$ cat config.mk
export PLATFORM = sky130hd
export DESIGN_NAME = writeback_buffer
export DESIGN_NICKNAME = d
export VERILOG_FILES = /design/src/rtl/writeback_buffer.sv
export SDC_FILE = /design/constraint.sdc
export NUM_CORES = 1
export LEC_CHECK = 0
export CAP_MARGIN = 20
export CORE_ASPECT_RATIO = 0.5
export CORE_MARGIN = 5
export CORE_UTILIZATION = 47
export CTS_CLUSTER_DIAMETER = 40
export DETAILED_ROUTE_END_ITERATION = 12
export PLACE_DENSITY = 0.8
export SLEW_MARGIN = 10
export SYNTH_ARGS = -nofsm -noshare
export SYNTH_HDL_FRONTEND = slang
export SYNTH_SLANG_ARGS = --single-unit
$ cat constraint.sdc
create_clock -name clk -period 4.42 [get_ports clk]
set_clock_uncertainty 0.1 [all_clocks]
set_input_delay 1.326 -clock clk [delete_from_list [all_inputs] [get_ports clk]]
set_output_delay 1.326 -clock clk [all_outputs]
set_load 0.01 [all_outputs]
$ cat src/rtl/writeback_buffer.sv
// writeback_buffer: 2-entry in-order {addr,data} FIFO that feeds a register write port.
// Ports: clk, rst (async active-low); in_valid/in_ready/in_addr/in_data push side;
//   stall, wb_w_enable/wb_addr/wb_data write side; count; rd_addr/fwd_hit/fwd_data bypass.
module writeback_buffer #(
  parameter int N = 8,
  parameter int A = 3
) (
  input  logic         clk,
  input  logic         rst,
  input  logic         in_valid,
  output logic         in_ready,
  input  logic [A-1:0] in_addr,
  input  logic [N-1:0] in_data,
  input  logic         stall,
  output logic         wb_w_enable,
  output logic [A-1:0] wb_addr,
  output logic [N-1:0] wb_data,
  output logic [1:0]   count,
  input  logic [A-1:0] rd_addr,
  output logic         fwd_hit,
  output logic [N-1:0] fwd_data
);

  logic [1:0][A-1:0] addr_q;
  logic [1:0][N-1:0] data_q;
  logic              head_q;
  logic              tail_q;
  logic [1:0]        cnt_q;

  logic              push;
  logic              pop;
  logic              yng;
  logic              busy;
  logic              full;
  logic              hit_y;
  logic              hit_o;

  assign busy        = (cnt_q != 2'd0);
  assign full        = (cnt_q == 2'd2);
  assign in_ready    = !full;
  assign wb_w_enable = busy && !stall;
  assign push        = in_valid && in_ready;
  assign pop         = wb_w_enable;
  assign count       = cnt_q;

  assign wb_addr = busy ? addr_q[head_q] : '0;
  assign wb_data = busy ? data_q[head_q] : '0;

  // Youngest entry sits just behind tail; the head
  // entry is a distinct second candidate only when full.
  assign yng   = ~tail_q;
  assign hit_y = busy && (addr_q[yng] == rd_addr);
  assign hit_o = full && (addr_q[head_q] == rd_addr);

  always_comb begin
    fwd_hit  = hit_y || hit_o;
    fwd_data = '0;
    if (hit_y) begin
      fwd_data = data_q[yng];
    end else if (hit_o) begin
      fwd_data = data_q[head_q];
    end
  end

  always_ff @(posedge clk or negedge rst) begin
    if (!rst) begin
      addr_q <= '0;
      data_q <= '0;
      head_q <= 1'b0;
      tail_q <= 1'b0;
      cnt_q  <= 2'd0;
    end else begin
      if (push) begin
        addr_q[tail_q] <= in_addr;
        data_q[tail_q] <= in_data;
        tail_q         <= ~tail_q;
      end
      if (pop) begin
        head_q <= ~head_q;
      end
      unique case ({push, pop})
        2'b10:   cnt_q <= cnt_q + 2'd1;
        2'b01:   cnt_q <= cnt_q - 2'd1;
        default: cnt_q <= cnt_q;
      endcase
    end
  end

endmodule

Word level (Yosys, flattened, before mapping)
Index checks and enable logic that the tools add are counted.
W data, S select, Z words.

cells by class
  $add $sub $neg = 2
  $lt $le $gt $ge = 4
  eq/ne operators = 5
  multiplexer cells = 19
  bitwise logic cells = 2
  reductions and logical operators = 10

operator list
  kind                   number
  $mux W8                8
  $mux W3                6
  $bwmux W16             1
  $demux W8 S1           1
  $bwmux W6              1
  $eq A3 B3 Y1           2
  $lt A1 B2 Y1 const B   3
  $logic_and A1 B1 Y1    5
  $eq A2 B2 Y1 const B   2
  $pmux W2 S2            1
  $reduce_bool A2 Y1     2
  $demux W3 S1           1
  $add A2 B1 Y2 const B  1
  $eq A2 B1 Y1 const B   1
  $logic_not A1 Y1       2
  $not A1 Y1             2
  $sub A2 B1 Y2 const B  1
  $ge A1 B1 Y1 const B   1
  $logic_or A1 B1 Y1     1

storage, ports and cells
  bits in registers = 26
  input bits = 18
  logic and storage cells = 49

Depth between registers and ports, before layout
  depth in word-level cells = 6
  mapped depth = 6
  depth with buffers taken out = 6

Least setup slack after synthesis
Ideal clock, no wire load.

  path type = input port to output port
  start = input rd_addr[2]
  end = output fwd_data[0]
  arrival time = 2.583 ns
  required time = 2.994 ns
  slack = 0.411 ns
  stages on the path = 5
  path buffers = 0
  path through = or3b_2 -> mux2i_1 -> nand4_1 -> mux2i_4 -> a22o_1

between the ends
  word-level cells in the longest chain between the ends = 4
  elaborated cells on any way between the ends = 6
  those cells by class = eq/ne: 2; mux: 2; reduce/logical: 2

RTL lines
  element              line  text
  start: declaration   19    input logic [A-1:0] rd_addr,
  $eq A3 B3 Y1         53    assign hit_o = full && (addr_q[head_q] == rd_addr);
  $logic_and A1 B1 Y1  53
  $mux W8              60    end else if (hit_o) begin
  $mux W8 *            58    if (hit_y) begin
  end: declaration     21    output logic [N-1:0] fwd_data

Every way passes the cells marked *; elsewhere a longest branch is shown, timed or not.

Worst setup path in the final report
  start = input rd_addr[0]
  end = output fwd_data[3]

The elaborated chain is that of the path after synthesis.

==> metrics.md <==
| Metric | Value |
|---|---|
| Post-Syn Area per Cell | `12.1 um^2` |
| Dpl hpwl | `2350 um` |
| DIE WIDTH | `87.9 um` |
| Setup CP Type | `in -> out` |
| FF-to-FF path depth | `5` |
| Max clock buf depth | `2` |
| Cell taking the most area after synthesis | `dfrtp_1` |
| Max FO, Critical Path | `5` |
| Maximum VDD drop | `0.414 mV` |
| Fillers | `219` |
| Antenna Nets Post-Route | `0` |
| Fmax | `228 MHz` |
| Slew HR | `35.5%` |
| Vias per cell | `5.20` |
| Sequential cell area fraction in the yosys report | `45.6%` |
| Port Buffers | `41` |
| Tmin final | `4390 ps` |
| Global route overflow | `0` |
| Clk sinks | `26` |
| DR DRC count | `0` |
| Cell Rows | `14` |
| Leakage | `0.925 nW` |
| Overall routing resource usage | `16.5%` |
| Crit path DAT | `2970 ps` |
| Final Net Count | `190` |
| Power per Cell Area | `800 nW/um^2` |
| Vias in the first global route | `1101` |
| Die boundary height | `49.0 um` |
| Yosys reg bits | `26` |
| Initial antenna violation count | `0` |
| Primary FF master, synth | `dfrtp_1` |
| Initial Utilization | `48.2%` |
| Largest cells by area after synthesis | `dfrtp_1 (46%), mux2_2 (17%), mux2i_1 (11%)` |
| Skew-Pair Late Insertion Delay | `270 ps` |
| Final hold vios | `0` |
| Core Area | `2960 um^2` |
| Dpl cell area | `1930 um^2` |
| Syn Nets | `137` |
| Most frequent cells in the layout | `clkdlybuf4s50_1 (30), dfrtp_1 (26), mux2_2 (22)` |
| Worst Tran Pin Value | `964 ps` |
| Cts bufs inserted | `3` |
| Design Area, Final | `2030 um^2` |
| Total die area | `4310 um^2` |
| Synth Area in XOR/XNOR | `7.36%` |
| CTS H-tree depth | `1` |
| Root Driver | `clkbuf_8` |
| Post-Syn Instances | `118` |
| Layout cells sized above 1 | `32.9%` |
| Asr flop ratio synth | `100%` |
| Largest family of logic cells by synthesized area | `multiplexers` |
| Max Cap Viol | `0` |
| Post-Synth Simple-Gate Area | `8.68%` |
| Drt first pass iters | `4` |
| Aggregate routed wire length | `3440 um` |
| Inserted Diodes | `0` |
| Finish-stage setup viols | `0` |
| Via count | `1091` |
| Synth Area in Adders | `0.876%` |
| Fin. max-slew vios | `0` |
| Yosys top cell area share | `45.6%` |
| Area delta synth->final | `42.2%` |
| Commonest non-fill, non-tap cell in the layout | `clkdlybuf4s50_1` |
| CTS clk-pin slew, worst paths | `90 ps` |
| Fraction of synthesized area in multiplexers | `30.5%` |
| Worst Hold Class | `reg -> reg` |
| Tcrit/Tclk final | `99.4%` |
| Worst Hold Depth | `1` |
| Required time of the worst setup path | `2990 ps` |
| CTS tree | `yes` |
| Number of flops mapped to enable cells by yosys | `0` |
| Status | `finished, final reports clean` |
| First-pass GRT wire length | `5440 um` |
| RePlAce Congestion | `0.700` |
| Finished Core Util | `68.6%` |
| Post-Syn Area | `1430 um^2` |
| Unique cell type count in the Yosys netlist | `21` |
| CP endpoint kind | `primary output` |
| CTS Hold Buffers Added | `0` |
| Worst setup SP type | `primary input` |
| Largest net degree at the start of global routing | `19` |
| Wirelength per Cell | `16.4 um` |
| DR iter-0 viols | `30` |
| Area fraction in compound gates after synthesis | `4.91%` |
| Synth warn | `0` |
| Num ports | `42` |
[metrics by stage]
step	TNS, ps	instances	power, W	hold WS, ps	setup WS, ps
finish	0	210	0.00162	437	25.3
global route	-4.45	210	0.00173	461	-2.93
CTS	-364	212	0.00162	437	-66.4
detailed placement	-5430	200	0.00143	419	-656
global placement	-5120	199	0.00140	411	-622
floorplan	0	118	0.00103	401	411
[cell usage after synthesis (2+ instances only)]
master / count
nand2_1: 2
nor2_1: 16
mux2_2: 22
xnor2_1: 7
a22o_1: 8
nand3_1: 2
xor2_1: 5
dfrtp_1: 26
buf_1: 2
mux2i_1: 15
clkbuf_1: 3
[per-layer routing]
layer / GRT usage [%] / vias up / part of all wire [%]
met3: 4.55 / 6 / 6.1
met5: 0 / - / 0
met2: 26.0 / 32 / 49
met1: 22.0 / 534 / 44
met4: 4.85 / 0 / 0.93
li1: - / 519 / -
[worst paths after layout]
kind	startpoint	to	slack [ps]
worst max-delay path	rd_addr[0]	fwd_data[3]	30
worst min-delay path	addr_q[3]	addr_q[3]	440
worst max register to register	count[0]	count[1]	2120
worst min register to register	addr_q[3]	addr_q[3]	440
max in group asynchronous	rst	data_q[14]	2480
min in group asynchronous	rst	data_q[15]	1290
[registers in the layout, summed over array words and instances, names as in the netlist]
| name | flops |
|---|---|
| tail_q | 1 |
| count | 2 |
| addr_q | 6 |
| data_q | 16 |
| head_q | 1 |
[report_power, final]
part / internal, W / total [W] / switching, W
Combinational: 0.000571 / 0.000979 / 0.000407
Clock: 0.0000795 / 0.000151 / 0.0000718
Sequential: 0.000363 / 0.000494 / 0.000131
[logic make-up (layout without fill, tap and decap cells)]
| group | Yosys count | after routing |
|---|---|---|
| AO/OA/AOI/OAI | 8 | 8 |
| multiplexers | 39 | 39 |
| XOR/XNOR | 12 | 12 |
| adder cells (fa/ha/maj) | 1 | 1 |
| flip-flops | 26 | 26 |
| AND/OR/NAND/NOR | 26 | 26 |
| buffers and inverters | 6 | 58 |
[repair_timing]
item | CTS | global route
endpoints found under the setup margin | 9 | 8
buffers inserted | 8 | 0
gates resized for setup | 46 | 9
pin swaps | 10 | 4
[layout make-up]
class                   count  area, um^2  share of cell area (%)
repair buffers             54         510                    25.1
multi-input cells          86         764                    37.6
clock buffers               4        55.1                    2.71
flip-flops and latches     26         651                    32.0
well taps                  40        50.0                    2.46
[worst max-delay path: stages]
cell	delay (ps)
buf_6	100
xnor2_2	120
or4_4	590
mux2_4	370
buf_6	130
a22o_1	180
buf_2	150
Power figures use the tool's default switching activity.
